`src/rtl/axicb_fifo_rr_sched.sv`:
```
// Round-robin scheduler that drains NB_REQ pull-style FIFOs into one
// registered valid/ready stream. A grant is held until a packet's last
// beat, or until MAX_BEATS beats have gone out (0 = no beat limit).
module axicb_fifo_rr_sched #(
  parameter int unsigned NB_REQ     = 4,
  parameter int unsigned DATA_WIDTH = 8,
  parameter int unsigned MAX_BEATS  = 16
) (
  input  logic                         aclk,
  input  logic                         aresetn,
  input  logic                         srst,
  input  logic [NB_REQ-1:0]            req_empty,
  input  logic [NB_REQ*DATA_WIDTH-1:0] req_data,
  input  logic [NB_REQ-1:0]            req_last,
  output logic [NB_REQ-1:0]            req_pull,
  output logic                         m_valid,
  input  logic                         m_ready,
  output logic [DATA_WIDTH-1:0]        m_data,
  output logic [$clog2(NB_REQ)-1:0]    m_id,
  output logic                         m_last,
  output logic                         busy
);

  localparam int unsigned IW = $clog2(NB_REQ);
  // With MAX_BEATS=0 the counter is never advanced; keep one bit so it still exists.
  localparam int unsigned CW = (MAX_BEATS == 0) ? 1 : $clog2(MAX_BEATS + 1);
  localparam logic [CW-1:0] CNT_LAST = CW'((MAX_BEATS == 0) ? 0 : MAX_BEATS - 1);

  localparam logic [0:0] IDLE  = 1'b0;
  localparam logic [0:0] GRANT = 1'b1;

  logic [0:0]            state_q, state_d;
  logic [IW-1:0]         grant_q, grant_d;
  logic [IW-1:0]         rr_q, rr_d;
  logic [CW-1:0]         cnt_q, cnt_d;
  logic                  m_valid_q, m_valid_d;
  logic [DATA_WIDTH-1:0] m_data_q, m_data_d;
  logic [IW-1:0]         m_id_q, m_id_d;
  logic                  m_last_q, m_last_d;

  logic [DATA_WIDTH-1:0] data_arr [NB_REQ];
  logic                  out_free;
  logic                  pull_en;
  logic                  last_beat;
  logic                  found;
  logic [IW-1:0]         pick;

  // Unpack the flat FIFO data bus into per-requester slices.
  always_comb begin
    for (int unsigned i = 0; i < NB_REQ; i++) begin
      data_arr[i] = req_data[i*DATA_WIDTH +: DATA_WIDTH];
    end
  end

  // Round-robin search: first non-empty FIFO at or after rr_q, wrapping.
  always_comb begin
    int unsigned idx;
    idx   = 0;
    found = 1'b0;
    pick  = '0;
    for (int unsigned k = 0; k < NB_REQ; k++) begin
      idx = (int'(rr_q) + k) % NB_REQ;
      if (!found && !req_empty[idx]) begin
        found = 1'b1;
        pick  = IW'(idx);
      end
    end
  end

  // Pull strobe for the granted FIFO; srst suppresses it so FIFOs stay untouched.
  always_comb begin
    out_free  = !m_valid_q || m_ready;
    pull_en   = !srst && (state_q == GRANT) && out_free && !req_empty[grant_q];
    last_beat = req_last[grant_q] || ((MAX_BEATS != 0) && (cnt_q == CNT_LAST));
    req_pull  = '0;
    if (pull_en) begin
      req_pull[grant_q] = 1'b1;
    end
  end

  // Next-state logic for the FSM, arbitration state and output register.
  always_comb begin
    state_d   = state_q;
    grant_d   = grant_q;
    rr_d      = rr_q;
    cnt_d     = cnt_q;
    m_valid_d = m_valid_q;
    m_data_d  = m_data_q;
    m_id_d    = m_id_q;
    m_last_d  = m_last_q;

    if (state_q == IDLE) begin
      if (found) begin
        grant_d = pick;
        state_d = GRANT;
      end
    end

    if (pull_en) begin
      m_valid_d = 1'b1;
      m_data_d  = data_arr[grant_q];
      m_id_d    = grant_q;
      m_last_d  = last_beat;
      if (last_beat) begin
        rr_d    = (grant_q == IW'(NB_REQ - 1)) ? '0 : grant_q + 1'b1;
        cnt_d   = '0;
        state_d = IDLE;
      end else if (MAX_BEATS != 0) begin
        cnt_d = cnt_q + 1'b1;
      end
    end else if (m_ready) begin
      m_valid_d = 1'b0;
    end

    if (srst) begin
      state_d   = IDLE;
      grant_d   = '0;
      rr_d      = '0;
      cnt_d     = '0;
      m_valid_d = 1'b0;
      m_data_d  = '0;
      m_id_d    = '0;
      m_last_d  = 1'b0;
    end
  end

  // State registers with asynchronous active-low reset.
  always_ff @(posedge aclk or negedge aresetn) begin
    if (!aresetn) begin
      state_q   <= IDLE;
      grant_q   <= '0;
      rr_q      <= '0;
      cnt_q     <= '0;
      m_valid_q <= 1'b0;
      m_data_q  <= '0;
      m_id_q    <= '0;
      m_last_q  <= 1'b0;
    end else begin
      state_q   <= state_d;
      grant_q   <= grant_d;
      rr_q      <= rr_d;
      cnt_q     <= cnt_d;
      m_valid_q <= m_valid_d;
      m_data_q  <= m_data_d;
      m_id_q    <= m_id_d;
      m_last_q  <= m_last_d;
    end
  end

  assign m_valid = m_valid_q;
  assign m_data  = m_data_q;
  assign m_id    = m_id_q;
  assign m_last  = m_last_q;
  assign busy    = (state_q == GRANT);

endmodule

```
`config.mk`:
```
export PLATFORM = sky130hd
export DESIGN_NAME = axicb_fifo_rr_sched
export DESIGN_NICKNAME = d
export VERILOG_FILES = /design/src/rtl/axicb_fifo_rr_sched.sv
export SDC_FILE = /design/constraint.sdc
export NUM_CORES = 1
export LEC_CHECK = 0
export ABC_AREA = 0
export CORE_MARGIN = 1
export CORE_UTILIZATION = 43
export DETAILED_ROUTE_END_ITERATION = 12
export PLACE_DENSITY = 0.87
export SKIP_CTS_REPAIR_TIMING = 1
export SLEW_MARGIN = 30
export SYNTH_ARGS = -nofsm -noshare
export SYNTH_HDL_FRONTEND = slang
export SYNTH_SLANG_ARGS = --single-unit
```
`constraint.sdc`:
```
create_clock -name aclk -period 2.18 [get_ports aclk]
set_input_delay 0.327 -clock aclk [delete_from_list [all_inputs] [get_ports aclk]]
set_output_delay 0.327 -clock aclk [all_outputs]
set_load 0.02 [all_outputs]
```
==> impl_metrics.env, run 1 <==
export IMPL_status="completed"
export IMPL_nets=265
export IMPL_clk_latency_ns=0.34
export IMPL_die_h_um=60.60
export IMPL_maxCapViolations=0
export IMPL_wirelength_um=4644
export IMPL_fmax_mhz=474.8
export IMPL_ys_types=39
export IMPL_placed_area_um2=2192
export IMPL_vias=1506
export IMPL_clock_skew_ns=0.007096
export IMPL_regArea_um2=550.5
export IMPL_multiInputGateArea_um2=847.1
export IMPL_min_period_over_period_pct=96.62
export IMPL_cts_sinks=22
export IMPL_fillCellCount=230
export IMPL_syn_area_per_cell_um2=10.32
export IMPL_fin_area_um2=2270
export IMPL_finalSetupViolCount=0
export IMPL_port_buffers=60
export IMPL_fin_crit_ns=2.106
export IMPL_crit_path_end_kind="output pin"
export IMPL_leakage_nw=0.9966
export IMPL_crit_path_start="grant_q[0]$_DFFE_PN0P_"
export IMPL_antenna_cells=0
export IMPL_synth_seq_cells=22
export IMPL_synthesis_nets=193
export IMPL_cts_max_level=1
export IMPL_area_growth_pct=53.73
export IMPL_synthFlopType="dfrtp_1"
export IMPL_die_x_um=60.60
export IMPL_routed_via_density=5.837
export IMPL_grt_pass1_wl_um=7051
export IMPL_hpwl_um=3337
export IMPL_setup_tns_ns=0
export IMPL_cts_buffers=3
export IMPL_ff2ff_setup_slack_ns=0.12
export IMPL_slew_viol_final=0
export IMPL_max_slew_margin_pct=76.77
export IMPL_worstPathRequired_ns=1.85
export IMPL_reg2regPathDepth=6
export IMPL_synthCells=143
export IMPL_coreArea_um2=3153
export IMPL_hp_class="input pin to asynchronous set/reset pin"
export IMPL_critPathMaxFanout=15
export IMPL_cts_root_buf="clkbuf_4"
export IMPL_worst_pin_slew_ns=0.3474
export IMPL_rsz0062_at_grt="false"
export IMPL_dr_pass1_iters=4
export IMPL_endpoint="req_pull[2]"
export IMPL_p_per_area_nw_per_um2=498.6
export IMPL_grt_antenna_before_repair=0
export IMPL_hold_viol_final=0
export IMPL_seq_area_frac_synth_pct=37.29
export IMPL_rr_startpoint="grant_q[0]$_DFFE_PN0P_"
export IMPL_grt_total_usage_pct=26.30
export IMPL_boundaryPins=61
export IMPL_reg2reg_to="rr_q[1]$_DFFE_PN0P_"
export IMPL_clk_path_buf_depth=2
export IMPL_drcViolationCount=0
export IMPL_synthArstFlopShare_pct=100.0
export IMPL_fp_dieArea_um2=3672
export IMPL_grt_pass1_vias=1498
export IMPL_crit_arrival_ns=1.78
export IMPL_start_util_pct=46.83
export IMPL_routabilityCongestion=0.8074
export IMPL_cts_clk_slew_worst_paths_ns=0.14
export IMPL_syn_area_um2=1476
export IMPL_peakVddDrop_mv=0.3587
export IMPL_synth_edf_count=0
export IMPL_grt_max_degree=23
export IMPL_overflow=0
export IMPL_antenna_left=0
export IMPL_worst_setup_path_start_kind="flop"
export IMPL_yosysWarnings=0
export IMPL_drive_gt1_share_pct=16.82
export IMPL_path_class="flop to output pin"
export IMPL_rows=20
export IMPL_drt_first_iter_violations=60
export IMPL_cts_tree="yes"
export IMPL_wl_per_cell_um=18.00
-- where the power goes --
part	total [mW]	switching (mW)	internal [mW]
Clock	0.334	0.148	0.186
Combinational	0.347	0.159	0.188
Sequential	0.451	0.0203	0.431
Total	1.13	0.326	0.805
-- registers in the layout, indices dropped and copies added (netlist names) --
name	count
m_data	8
grant_q	2
busy	1
cnt_q	5
rr_q	2
m_last	1
m_id	2
m_valid	1
-- cell usage in the layout (no fill, tap or decap), types with 2 or more instances in the layout --
cell / Yosys / routed
clkdlybuf4s50_1: 0 / 56
dfrtp_1: 22 / 22
nand2_1: 16 / 16
buf_4: 1 / 16
nand3_1: 12 / 12
o21ai_1: 9 / 9
mux4_2: 8 / 8
a21oi_1: 8 / 8
ha_1: 6 / 6
inv_1: 5 / 5
and3_1: 5 / 5
nand4_1: 5 / 5
nor2_1: 4 / 4
dlymetal6s2s_1: 0 / 4
o21ai_0: 3 / 3
clkbuf_4: 0 / 3
mux2i_1: 3 / 2
or2_1: 2 / 2
nand2b_1: 2 / 2
a22o_1: 2 / 2
o211ai_1: 2 / 2
nor3_1: 2 / 2
-- critical path, stage by stage (launching register included) --
cell and delay [ns]:
dfrtp_1 0.46, buf_4 0.15, buf_6 0.20, inv_1 0.09
ha_1 0.20, and3_1 0.14, dlymetal6s2s_1 0.20
-- logic make-up (layout without fill, tap and decap cells) --
group	count (synthesis)	count (layout)	share of synthesized area, %
AND/OR/NAND/NOR	54	54	20.09
AO/OA/AOI/OAI	32	32	14.92
flip-flops	22	22	37.29
buffers and inverters	16	87	5.593
multiplexers	13	13	17.03
adder cells (fa/ha/maj)	6	6	5.085
-- worst min-delay path by stage --
stage,cells after the start,end,slack (ns)
global route,2,rr_q[0]$_DFFE_PN0P_,0.34
detailed placement,1,m_last$_DFFE_PN0P_,0.47
floorplan,0,busy$_DFF_PN0_,0.03
CTS,2,grant_q[1]$_DFFE_PN0P_,0.33
global placement,1,m_last$_DFFE_PN0P_,0.47
finish,2,m_valid$_DFFE_PN0P_,0.32
-- cell usage after synthesis (3+ instances only) --
cell      count  area share (%)
a21oi_1       8             2.7
and3_1        5             2.1
buf_2         3             1.0
clkbuf_1      4             1.0
dfrtp_1      22              37
ha_1          6             5.1
inv_1         5             1.3
mux2i_1       3             2.0
mux4_2        8              12
nand2_1      16             4.1
nand3_1      12             4.1
nand4_1       5             2.1
nor2_1        4             1.0
o21ai_0       3             1.0
o21ai_1       9             3.1
-- layout make-up --
cell class	instances	area share [%]
Multi-Input combinational cell	105	37.32
Tap cell	44	2.426
Timing Repair Buffer	77	32.69
Clock buffer	3	0.9923
Clock inverter	1	1.323
Inverter	6	0.9923
Sequential cell	22	24.26
-- metal layers --
metal | wire length (um) | part of all wire [%] | global-route usage (%) | vias to the layer above
met1 | 1811 | 39 | 32.92 | 750
met2 | 2417 | 52 | 44.27 | 63
met4 | 168 | 3.6 | 12.01 | 0
met3 | 247 | 5.3 | 4.904 | 19
li1 | - | - | - | 674
met5 | 0 | 0 | 0 | -
-- metrics by stage --
step / cells / setup WS, ns / util (%) / hold WS [ns] / power, mW
2_1_floorplan: 143 / 0.4116 / - / 0.03141 / 0.6201
3_3_place_gp: 253 / -0.1206 / 69.52 / 0.4671 / 0.7824
3_5_place_dp: 253 / -0.1666 / 69.52 / 0.4733 / 0.7952
4_1_cts: 257 / -0.2300 / 71.19 / 0.3329 / 1.117
5_1_grt: 258 / 0.01382 / 71.98 / 0.3427 / 1.170
6_report: 258 / 0.07367 / 71.98 / 0.3151 / 1.132
(Power assumes the default switching activity.)
==> inputs of run 2 (changes only) <==
--- a/config.mk
+++ b/config.mk
@@ -9,6 +9,7 @@
 export CORE_MARGIN = 1
 export CORE_UTILIZATION = 43
 export DETAILED_ROUTE_END_ITERATION = 12
+export GPL_TIMING_DRIVEN = 0
 export PLACE_DENSITY = 0.87
 export SKIP_CTS_REPAIR_TIMING = 1
 export SLEW_MARGIN = 30
==> impl_metrics.env, run 2 (synthesis gave the netlist of run 1 again) <==
export IMPL_status="finished with violations"
export IMPL_violations="negative setup slack"
export IMPL_overflow=0
export IMPL_worst_setup_path_start_kind="flop"
export IMPL_multiInputGateArea_um2=878.3
export IMPL_port_buffers=60
export IMPL_mostFrequentLayoutCells="clkdlybuf4s50_1, dfrtp_1, nand2_1"
export IMPL_area_growth_pct=56.86
export IMPL_crit_arrival_ns=1.86
export IMPL_hold_ws_ns=0.4888
export IMPL_crit_path_end_kind="output pin"
export IMPL_cts_max_level=1
export IMPL_fp_dieArea_um2=3672
export IMPL_wirelength_um=4553
export IMPL_critPathMaxFanout=6
export IMPL_dr_pass1_iters=4
export IMPL_fillCellCount=237
export IMPL_hp_class="input pin to asynchronous set/reset pin"
export IMPL_drt_first_iter_violations=96
export IMPL_min_period_over_period_pct=100.2
export IMPL_hpwl_um=3273
export IMPL_drive_gt1_share_pct=19.72
export IMPL_die_h_um=60.60
export IMPL_routed_via_density=5.729
export IMPL_antenna_cells=0
export IMPL_fin_ws_ns=-0.005088
export IMPL_cts_tree="yes"
export IMPL_peakVddDrop_mv=0.2548
export IMPL_grt_max_degree=23
export IMPL_maxCapViolations=0
export IMPL_cts_buffers=3
export IMPL_routabilityCongestion=0.7948
export IMPL_path_class="flop to output pin"
export IMPL_finalSetupViolCount=1
export IMPL_total_power_mw=1.136
export IMPL_coreArea_um2=3153
export IMPL_fin_crit_ns=2.185
export IMPL_die_x_um=60.60
export IMPL_utilization_pct=73.45
export IMPL_p_per_area_nw_per_um2=490.5
export IMPL_largest_register_ffs=8
export IMPL_grt_pass1_vias=1426
export IMPL_final_common_cell="clkdlybuf4s50_1"
export IMPL_fmax_mhz=457.6
export IMPL_cts_root_buf="clkbuf_4"
export IMPL_antenna_left=0
export IMPL_regArea_um2=550.5
export IMPL_slew_viol_final=0
export IMPL_drcViolationCount=0
export IMPL_worstPathRequired_ns=1.85
export IMPL_wl_per_cell_um=17.38
export IMPL_reg2regPathDepth=6
export IMPL_rows=20
export IMPL_grt_pass1_wl_um=6803
export IMPL_leakage_nw=0.9527
export IMPL_clk_latency_ns=0.32
export IMPL_hold_viol_final=0
export IMPL_clock_skew_ns=0.003950
export IMPL_grt_antenna_before_repair=0
export IMPL_vias=1501
export IMPL_max_slew_margin_pct=65.04
export IMPL_clk_path_buf_depth=2
export IMPL_cts_sinks=22
export IMPL_cts_clk_slew_worst_paths_ns=0.13
export IMPL_grt_total_usage_pct=25.48
export IMPL_worst_pin_slew_ns=0.5244
export IMPL_start_util_pct=46.83
export IMPL_boundaryPins=61
export IMPL_nets=269
## run 2: layer usage
| metal | up-vias | share of wire, % | track usage, % |
|---|---|---|---|
| li1 | 688 | - | - |
| met1 | 741 | 40 | 32.66 |
| met2 | 55 | 53 | 43.33 |
| met3 | 17 | 3.5 | 4.051 |
| met4 | 0 | 3.4 | 9.740 |
| met5 | - | 0 | 0 |
## run 2: power by group
group	total [mW]	switching, mW	internal [mW]	leakage (nW)
combinational	0.361	0.162	0.199	0.625
sequential	0.453	0.0226	0.431	0.299
clock	0.322	0.135	0.186	0.0279
total	1.14	0.320	0.816	0.953
## run 2: worst paths after layout
path,startpoint,end,slack (ns)
max in group asynchronous,aresetn,cnt_q[0]$_DFFE_PN0P_,1.35
max reg2reg,grant_q[0]$_DFFE_PN0P_,rr_q[1]$_DFFE_PN0P_,0.26
min in group aclk,m_data[1]$_DFFE_PN0P_,m_data[1]$_DFFE_PN0P_,0.54
min reg2reg,m_data[1]$_DFFE_PN0P_,m_data[1]$_DFFE_PN0P_,0.54
max,grant_q[0]$_DFFE_PN0P_,req_pull[1],-0.005
min,aresetn,rr_q[0]$_DFFE_PN0P_,0.49
## run 2: through the flow
| stage | setup WS [ns] | cells | cell area (um2) | TNS, ns |
|---|---|---|---|---|
| global placement | -0.4907 | 247 | 2132 | -1.952 |
| floorplan | 0.4116 | 143 | 1476 | 0 |
| global route | -0.04486 | 262 | 2316 | -0.1450 |
| finish | -0.005088 | 262 | 2316 | -0.005088 |
| CTS | -0.5868 | 251 | 2185 | -2.290 |
| detailed placement | -0.5161 | 247 | 2132 | -2.007 |
## run 2: area by class of cell
cell class / instances / share of cell area [%]
buffer: 10 / 2.971
clock buffer: 3 / 0.9724
clock inverter: 1 / 1.297
inverter: 6 / 0.9724
multi-input combinational: 105 / 37.93
sequential: 22 / 23.77
tap: 44 / 2.377
timing repair buffer: 71 / 29.71
## run 2: worst max-delay path, cell delays in order, from the launching register on
cell and delay, ns:
dfrtp_1 0.41, buf_6 0.16, mux2i_4 0.25, o2111a_1 0.27, buf_6 0.14, and3_1 0.19, buf_6 0.12
==> inputs of run 3 (changes only) <==
--- a/config.mk
+++ b/config.mk
@@ -9,7 +9,6 @@
 export CORE_MARGIN = 1
 export CORE_UTILIZATION = 43
 export DETAILED_ROUTE_END_ITERATION = 12
-export GPL_TIMING_DRIVEN = 0
 export PLACE_DENSITY = 0.87
 export SKIP_CTS_REPAIR_TIMING = 1
 export SLEW_MARGIN = 30
==> results of run 3 <==
Final layout, timing and power as in run 1 (identical DEF).
